**src/rtl/ex_alu_mc_pkg.sv**
```systemverilog
// rtl/ex_alu_mc_pkg.sv - shared op codes, widths and state encoding for the EX-stage ALU
package ex_alu_mc_pkg;

    localparam int XLEN    = 32;
    localparam int SHAMT_W = 5;

    localparam logic [2:0] ALU_AND = 3'd0;
    localparam logic [2:0] ALU_XOR = 3'd1;
    localparam logic [2:0] ALU_SLL = 3'd2;
    localparam logic [2:0] ALU_ADD = 3'd3;
    localparam logic [2:0] ALU_SUB = 3'd4;
    localparam logic [2:0] ALU_MUL = 3'd5;
    localparam logic [2:0] ALU_SRA = 3'd6;

    typedef enum logic {
        IDLE = 1'b0,
        MUL  = 1'b1
    } state_t;

endpackage

```
**src/rtl/mul_iter_32.sv**
```systemverilog
// rtl/mul_iter_32.sv - iterative shift-add multiplier, one partial product per clock
module mul_iter_32 #(
    parameter int W = ex_alu_mc_pkg::XLEN
) (
    input  logic         clk,
    input  logic         rst,
    input  logic         start,
    input  logic [W-1:0] a,
    input  logic [W-1:0] b,
    output logic         busy,
    output logic         done,
    output logic [W-1:0] product
);

    localparam int CNT_W = $clog2(W);
    localparam logic [CNT_W-1:0] LAST = CNT_W'(W - 1);

    logic             running;
    logic [CNT_W-1:0] cnt;
    logic [W-1:0]     acc;
    logic [W-1:0]     mcand;
    logic [W-1:0]     mplier;
    logic [W-1:0]     acc_next;

    // Only the low W bits of the product are kept, so the multiplicand may shift out freely.
    assign acc_next = mplier[0] ? acc + mcand : acc;

    always_ff @(posedge clk) begin
        if (rst) begin
            running <= 1'b0;
            cnt     <= '0;
            acc     <= '0;
            mcand   <= '0;
            mplier  <= '0;
        end else if (start) begin
            running <= 1'b1;
            cnt     <= '0;
            acc     <= '0;
            mcand   <= a;
            mplier  <= b;
        end else if (running) begin
            acc    <= acc_next;
            mcand  <= mcand << 1;
            mplier <= mplier >> 1;
            cnt    <= cnt + 1'b1;
            if (cnt == LAST) begin
                running <= 1'b0;
            end
        end
    end

    assign busy    = running;
    assign done    = running && (cnt == LAST);
    assign product = acc_next;

endmodule

```
**src/rtl/ex_alu_mc.sv**
```systemverilog
// rtl/ex_alu_mc.sv - execute-stage ALU: single-cycle ops plus a stalling iterative MUL
module ex_alu_mc #(
    parameter int XLEN    = ex_alu_mc_pkg::XLEN,
    parameter int SHAMT_W = ex_alu_mc_pkg::SHAMT_W
) (
    input  logic            clk_i,
    input  logic            rst_i,
    input  logic            valid_i,
    input  logic [2:0]      ALUctl_i,
    input  logic [XLEN-1:0] data1_i,
    input  logic [XLEN-1:0] data2_i,
    output logic [XLEN-1:0] result_o,
    output logic            valid_o,
    output logic            stall_o
);

    import ex_alu_mc_pkg::*;

    state_t            state_q;
    state_t            state_d;
    logic              accept_single;
    logic              mul_start;
    logic              mul_busy;
    logic              mul_done;
    logic [XLEN-1:0]   mul_product;
    logic [XLEN-1:0]   alu_y;
    logic [SHAMT_W-1:0] shamt;

    assign shamt         = data2_i[SHAMT_W-1:0];
    assign mul_start     = (state_q == IDLE) && valid_i && (ALUctl_i == ALU_MUL);
    assign accept_single = (state_q == IDLE) && valid_i && (ALUctl_i != ALU_MUL);

    always_comb begin
        alu_y = '0;
        case (ALUctl_i)
            ALU_AND: alu_y = data1_i & data2_i;
            ALU_XOR: alu_y = data1_i ^ data2_i;
            ALU_SLL: alu_y = data1_i << shamt;
            ALU_ADD: alu_y = data1_i + data2_i;
            ALU_SUB: alu_y = data1_i - data2_i;
            ALU_SRA: alu_y = $signed(data1_i) >>> shamt;
            default: alu_y = '0;
        endcase
    end

    mul_iter_32 #(.W(XLEN)) u_mul (
        .clk     (clk_i),
        .rst     (rst_i),
        .start   (mul_start),
        .a       (data1_i),
        .b       (data2_i),
        .busy    (mul_busy),
        .done    (mul_done),
        .product (mul_product)
    );

    always_ff @(posedge clk_i) begin
        if (rst_i) begin
            state_q <= IDLE;
        end else begin
            state_q <= state_d;
        end
    end

    always_comb begin
        state_d = state_q;
        case (state_q)
            IDLE:    if (mul_start) state_d = MUL;
            MUL:     if (mul_done)  state_d = IDLE;
            default: state_d = IDLE;
        endcase
    end

    // The FSM and the engine track each other; busy gates stall so an aborted run cannot linger.
    assign stall_o = (state_q == MUL) && mul_busy;

    always_ff @(posedge clk_i) begin
        if (rst_i) begin
            result_o <= '0;
            valid_o  <= 1'b0;
        end else begin
            valid_o <= 1'b0;
            if (accept_single) begin
                result_o <= alu_y;
                valid_o  <= 1'b1;
            end else if ((state_q == MUL) && mul_done) begin
                result_o <= mul_product;
                valid_o  <= 1'b1;
            end
        end
    end

endmodule

```
**config.mk**
```make
export PLATFORM = sky130hd
export DESIGN_NAME = ex_alu_mc
export DESIGN_NICKNAME = d
export VERILOG_FILES = /design/src/rtl/ex_alu_mc_pkg.sv /design/src/rtl/mul_iter_32.sv /design/src/rtl/ex_alu_mc.sv
export SDC_FILE = /design/constraint.sdc
export NUM_CORES = 1
export LEC_CHECK = 0
export BUFFER_PORTS_ARGS = -buffer_cell sky130_fd_sc_hd__buf_2
export CORE_ASPECT_RATIO = 0.6
export CORE_MARGIN = 3
export CORE_UTILIZATION = 45
export DETAILED_ROUTE_END_ITERATION = 10
export PLACE_DENSITY = 0.71
export SLEW_MARGIN = 20
export SYNTH_ARGS = -nofsm -noshare
export SYNTH_HDL_FRONTEND = slang
export SYNTH_SLANG_ARGS = --single-unit
```
**constraint.sdc**
```tcl
create_clock -name clk_i -period 4.85 [get_ports clk_i]
set_input_delay 0.97 -clock clk_i [delete_from_list [all_inputs] [get_ports clk_i]]
set_output_delay 0.97 -clock clk_i [all_outputs]
set_load 0.02 [all_outputs]
```
==> results.yml <==
placement:
  dpl.cell_count: 2326
  placed_area_um2: 15800
  place.gp.congestion: 1.09
  place_hpwl_um: 48200
  detailedPlace.worstSlack_ps: -20.6
  io_buffers: 103
power_and_ir_drop:
  post-layout-total-power_mw: 4.16
  vdd_ir_drop_max_mv: 0.269
  sequentialPowerShare_pct: 29.1
  power_density_nw_per_um2: 253
  power.clock.fraction_pct: 34.5
  p_sw_share_pct: 38.6
  p_switching_mw: 1.60
  comb_power_share_pct: 36.4
  power_leakage_nw: 6.92
  internal-power_mw: 2.56
setup_path:
  r2r-end: "result_o[22]$_SDFFE_PP0P_"
  critical_path.slowest_cell: "sky130_fd_sc_hd__nor3_1"
  arrival_ps: 4900
  timing.reg2reg.setup_slack_ps: 1240
  cpMostUsedCell: "sky130_fd_sc_hd__buf_4"
  worst_r2r_startpoint: "u_mul.mcand[0]$_SDFFE_PP0P_"
  worstSetupPathType: "in -> reg"
  worstPathCellList: "buf_2 > buf_4 > nor3_1 > a21oi_1 > xnor2_1 > ha_1 > o21ai_0 > buf_4 > a211oi_1 > o21ai_1 > buf_4 > a21oi_1 > nor4_1 > nor3_1 > xnor2_1 > buf_4 > a221oi_1 > buf_4 > o22ai_1"
  timing.critical_path.required_ps: 5180
  critPathMaxFanout: 6
  endpoint_kind: "register"
  startpoint_type: "input port"
  worstRegToRegCells: 12
  critPathTopFamily: "compound AO/OA/AOI/OAI gates"
  critPathMaxStageDelay_ps: 520
  critical_path_buf_inv_count: 6
timing:
  setup_ws_ps: 279
  maxClockFrequency_mhz: 219
  final-setup-viol-count: 0
  grt_setup_unrepaired: "no"
  worst_hold_slack_ps: 484
  maxSlewHeadroom_pct: 33.0
  final.setup.tns_ps: 0
  maxSlewViolCount: 0
  final_hold_viol_count: 0
  clock_skew_ps: 14.6
  timing_worst_slew_pin_value_ps: 1010
  post-route-period-util_pct: 94.3
  final.min_clock_period_ps: 4570
routing:
  1st_pass_router_iterations: 9
  route.detailed.wl_per_inst_um: 27.0
  remaining_drc_errors: 0
  vias_per_cell: 6.69
  finalWirelength_um: 63700
  initialDrtViolationCount: 2319
  route.vias.total: 15800
  ant_nets: 0
status:
  status: "completed"
logic_synthesis:
  yosysUniqueCellTypes: 75
  synth_sequential_area_ratio_pct: 19.0
  synth_async_sr_flop_share_pct: 0
  number_of_nets_produced_by_synthesis: 1992
  synthAdderAreaFrac_pct: 8.83
  yosysWarningCount: 0
  muxShareOfSynthArea_pct: 20.4
  ys_dominant_reg_cell: "sky130_fd_sc_hd__dfxtp_1"
  synthXorXnorAreaFrac_pct: 4.70
  synthTopCellsByArea: "sky130_fd_sc_hd__dfxtp_1 19%, sky130_fd_sc_hd__mux2i_1 11%, sky130_fd_sc_hd__mux4_2 8.6%, sky130_fd_sc_hd__ha_1 8.6%, sky130_fd_sc_hd__nor2_1 7.2%"
  post-synth-top-area-fraction_pct: 19.0
  syn_inst: 1822
  synth.cell_area_um2: 14300
  postSynthRegisterBits: 136
  synth_simple_gate_area_share_pct: 18.2
  synth-edff-count: 0
  synth.avg_cell_area_um2: 7.87
  synth_compound_gate_area_share_pct: 24.6
  dominant_combinational_cell_family_by_area_after_synthesis: "compound AO/OA/AOI/OAI gates"
  netlist.top_cell.by_area: "sky130_fd_sc_hd__dfxtp_1"
finish:
  post_route_insts_no_fill: 2360
  finish.instance_area_um2: 16400
  postLayoutCoreUtil_pct: 53.7
  most-common-layout-cells: "276 x sky130_fd_sc_hd__nor2_1, 156 x sky130_fd_sc_hd__mux2i_1, 146 x sky130_fd_sc_hd__a21oi_1"
  fillerInstances: 2919
  areaGrowthSynthToFinish_pct: 14.7
  layout_commonest_cell: "sky130_fd_sc_hd__nor2_1"
  final_layout_size_suffix_gt1_share_pct: 17.8
  final_nets: 2108
global_routing:
  grt_pass1_vias: 14100
  grt_pass1_wl_um: 92200
  global_route.usage.total_pct: 36.1
  grt_start_max_net_pins: 106
  global_route.overflow_total: 0
  antenna_found_initial: 3
floorplan:
  top_level_ports: 104
  design.core.area_um2: 30700
  initial_core_util_pct: 46.8
  chipHeight_um: 144
  die_width_um: 236
  die_area_um2: 34100
  rows: 49
clock_tree:
  root_buffer: "sky130_fd_sc_hd__clkbuf_16"
  numCtsBuffers: 17
  cts_stage_hold_buffer_count: 0
  tritoncts: "done"
  clkLatencyLatePin_ps: 460
  clock_tree.htree_level_count: 4
  clock_tree.buffer_depth: 2
  clk_transition_reported_paths_ps: 60
  cts_sinks: 136
  post-cts-setup-buffers: 0
  ctsResizeCount: 0
min_path:
  min_path_cells: 2
  timing.hold.worst.class: "reg -> reg"
  hold_path_end: "u_mul.acc[28]$_SDFFE_PP0P_"
  min_from: "u_mul.acc[28]$_SDFFE_PP0P_"
run:
  drv.max_cap_violation_count: 0
[cell type report]
| class | count | area [µm²] | share of cell area (%) |
|---|---|---|---|
| Tap cell | 408 | 510 | 3.10 |
| Multi-Input combinational cell | 1530 | 11000 | 67.0 |
| Inverter | 30 | 113 | 0.685 |
| Antenna cell | 1 | 2.50 | 0.0152 |
| Timing Repair Buffer | 223 | 1450 | 8.84 |
| Clock buffer | 18 | 429 | 2.61 |
| Clock inverter | 14 | 188 | 1.14 |
| Sequential cell | 136 | 2730 | 16.6 |
[worst min-delay path, stage by stage, from the launching register on]
cell and delay, ps:
sky130_fd_sc_hd__dfxtp_1 330, sky130_fd_sc_hd__nand2_1 60, sky130_fd_sc_hd__a21oi_1 50
[per-layer routing]
| metal | part of all wire, % | track usage [%] | up-vias | routed length, µm |
|---|---|---|---|---|
| met5 | 0.038 | 0 | - | 24 |
| met4 | 2.3 | 8.52 | 4 | 1470 |
| met3 | 15 | 16.1 | 122 | 9810 |
| met2 | 38 | 48.0 | 1117 | 24000 |
| met1 | 45 | 52.6 | 7491 | 28400 |
| li1 | - | - | 7059 | - |
[cell usage after synthesis, types with 5 or more instances]
master and instances:
sky130_fd_sc_hd__a211oi_1 97, sky130_fd_sc_hd__a21o_1 32, sky130_fd_sc_hd__a21oi_1 147, sky130_fd_sc_hd__a221oi_1 8, sky130_fd_sc_hd__a31oi_1 19, sky130_fd_sc_hd__and2_1 12, sky130_fd_sc_hd__and3_1 14, sky130_fd_sc_hd__and4_1 6
sky130_fd_sc_hd__buf_1 24, sky130_fd_sc_hd__buf_2 8, sky130_fd_sc_hd__buf_4 5, sky130_fd_sc_hd__clkbuf_1 89, sky130_fd_sc_hd__dfxtp_1 136, sky130_fd_sc_hd__ha_1 98, sky130_fd_sc_hd__inv_1 28, sky130_fd_sc_hd__mux2_2 11
sky130_fd_sc_hd__mux2i_1 156, sky130_fd_sc_hd__mux4_2 55, sky130_fd_sc_hd__nand2_1 119, sky130_fd_sc_hd__nand2b_1 12, sky130_fd_sc_hd__nand3_1 27, sky130_fd_sc_hd__nand3b_1 6, sky130_fd_sc_hd__nor2_1 276, sky130_fd_sc_hd__nor2b_1 12
sky130_fd_sc_hd__nor3_1 54, sky130_fd_sc_hd__nor4_1 6, sky130_fd_sc_hd__o211ai_1 13, sky130_fd_sc_hd__o21a_1 8, sky130_fd_sc_hd__o21ai_0 125, sky130_fd_sc_hd__o221ai_1 12, sky130_fd_sc_hd__o22ai_1 17, sky130_fd_sc_hd__o31ai_1 19
sky130_fd_sc_hd__or2_2 6, sky130_fd_sc_hd__or3_1 13, sky130_fd_sc_hd__xnor2_1 33, sky130_fd_sc_hd__xor2_1 44
[power by group through the flow]
stage	clock network (mW)	registers (mW)	logic [mW]
final	1.43	1.21	1.52
after global routing	1.50	1.21	1.59
after CTS	1.44	1.21	1.44
after detailed placement	0	1.23	1.43
after global placement	0	1.23	1.43
after floorplan	0	1.24	0.833
[worst max path at each step]
stage	from	endpoint	slack, ps	cells after the start
2_1_floorplan	data2_i[0]	result_o[31]$_SDFFE_PP0P_	4	20
3_3_place_gp	data2_i[2]	result_o[16]$_SDFFE_PP0P_	80	19
3_5_place_dp	data2_i[2]	result_o[16]$_SDFFE_PP0P_	-20	19
4_1_cts	data2_i[2]	result_o[16]$_SDFFE_PP0P_	390	19
5_1_grt	data2_i[2]	result_o[16]$_SDFFE_PP0P_	120	19
6_report	data2_i[2]	result_o[16]$_SDFFE_PP0P_	280	19
[state kept, by name, indices dropped and copies added (netlist names)]
name and count:
result_o 32, u_mul.acc 32, u_mul.mcand 32, u_mul.mplier 32, u_mul.cnt 5, state_q 1
u_mul.busy 1, valid_o 1
[cells by family (layout without fill, tap and decap cells)]
kind of cell,Yosys count,count (layout)
xor+xnor,77,77
flops,136,136
buf+inv,156,285
fa+ha+maj,100,100
simple gates,578,578
mux,222,222
other cells,0,1
compound gates,553,553
Power figures use the tool's default switching activity.
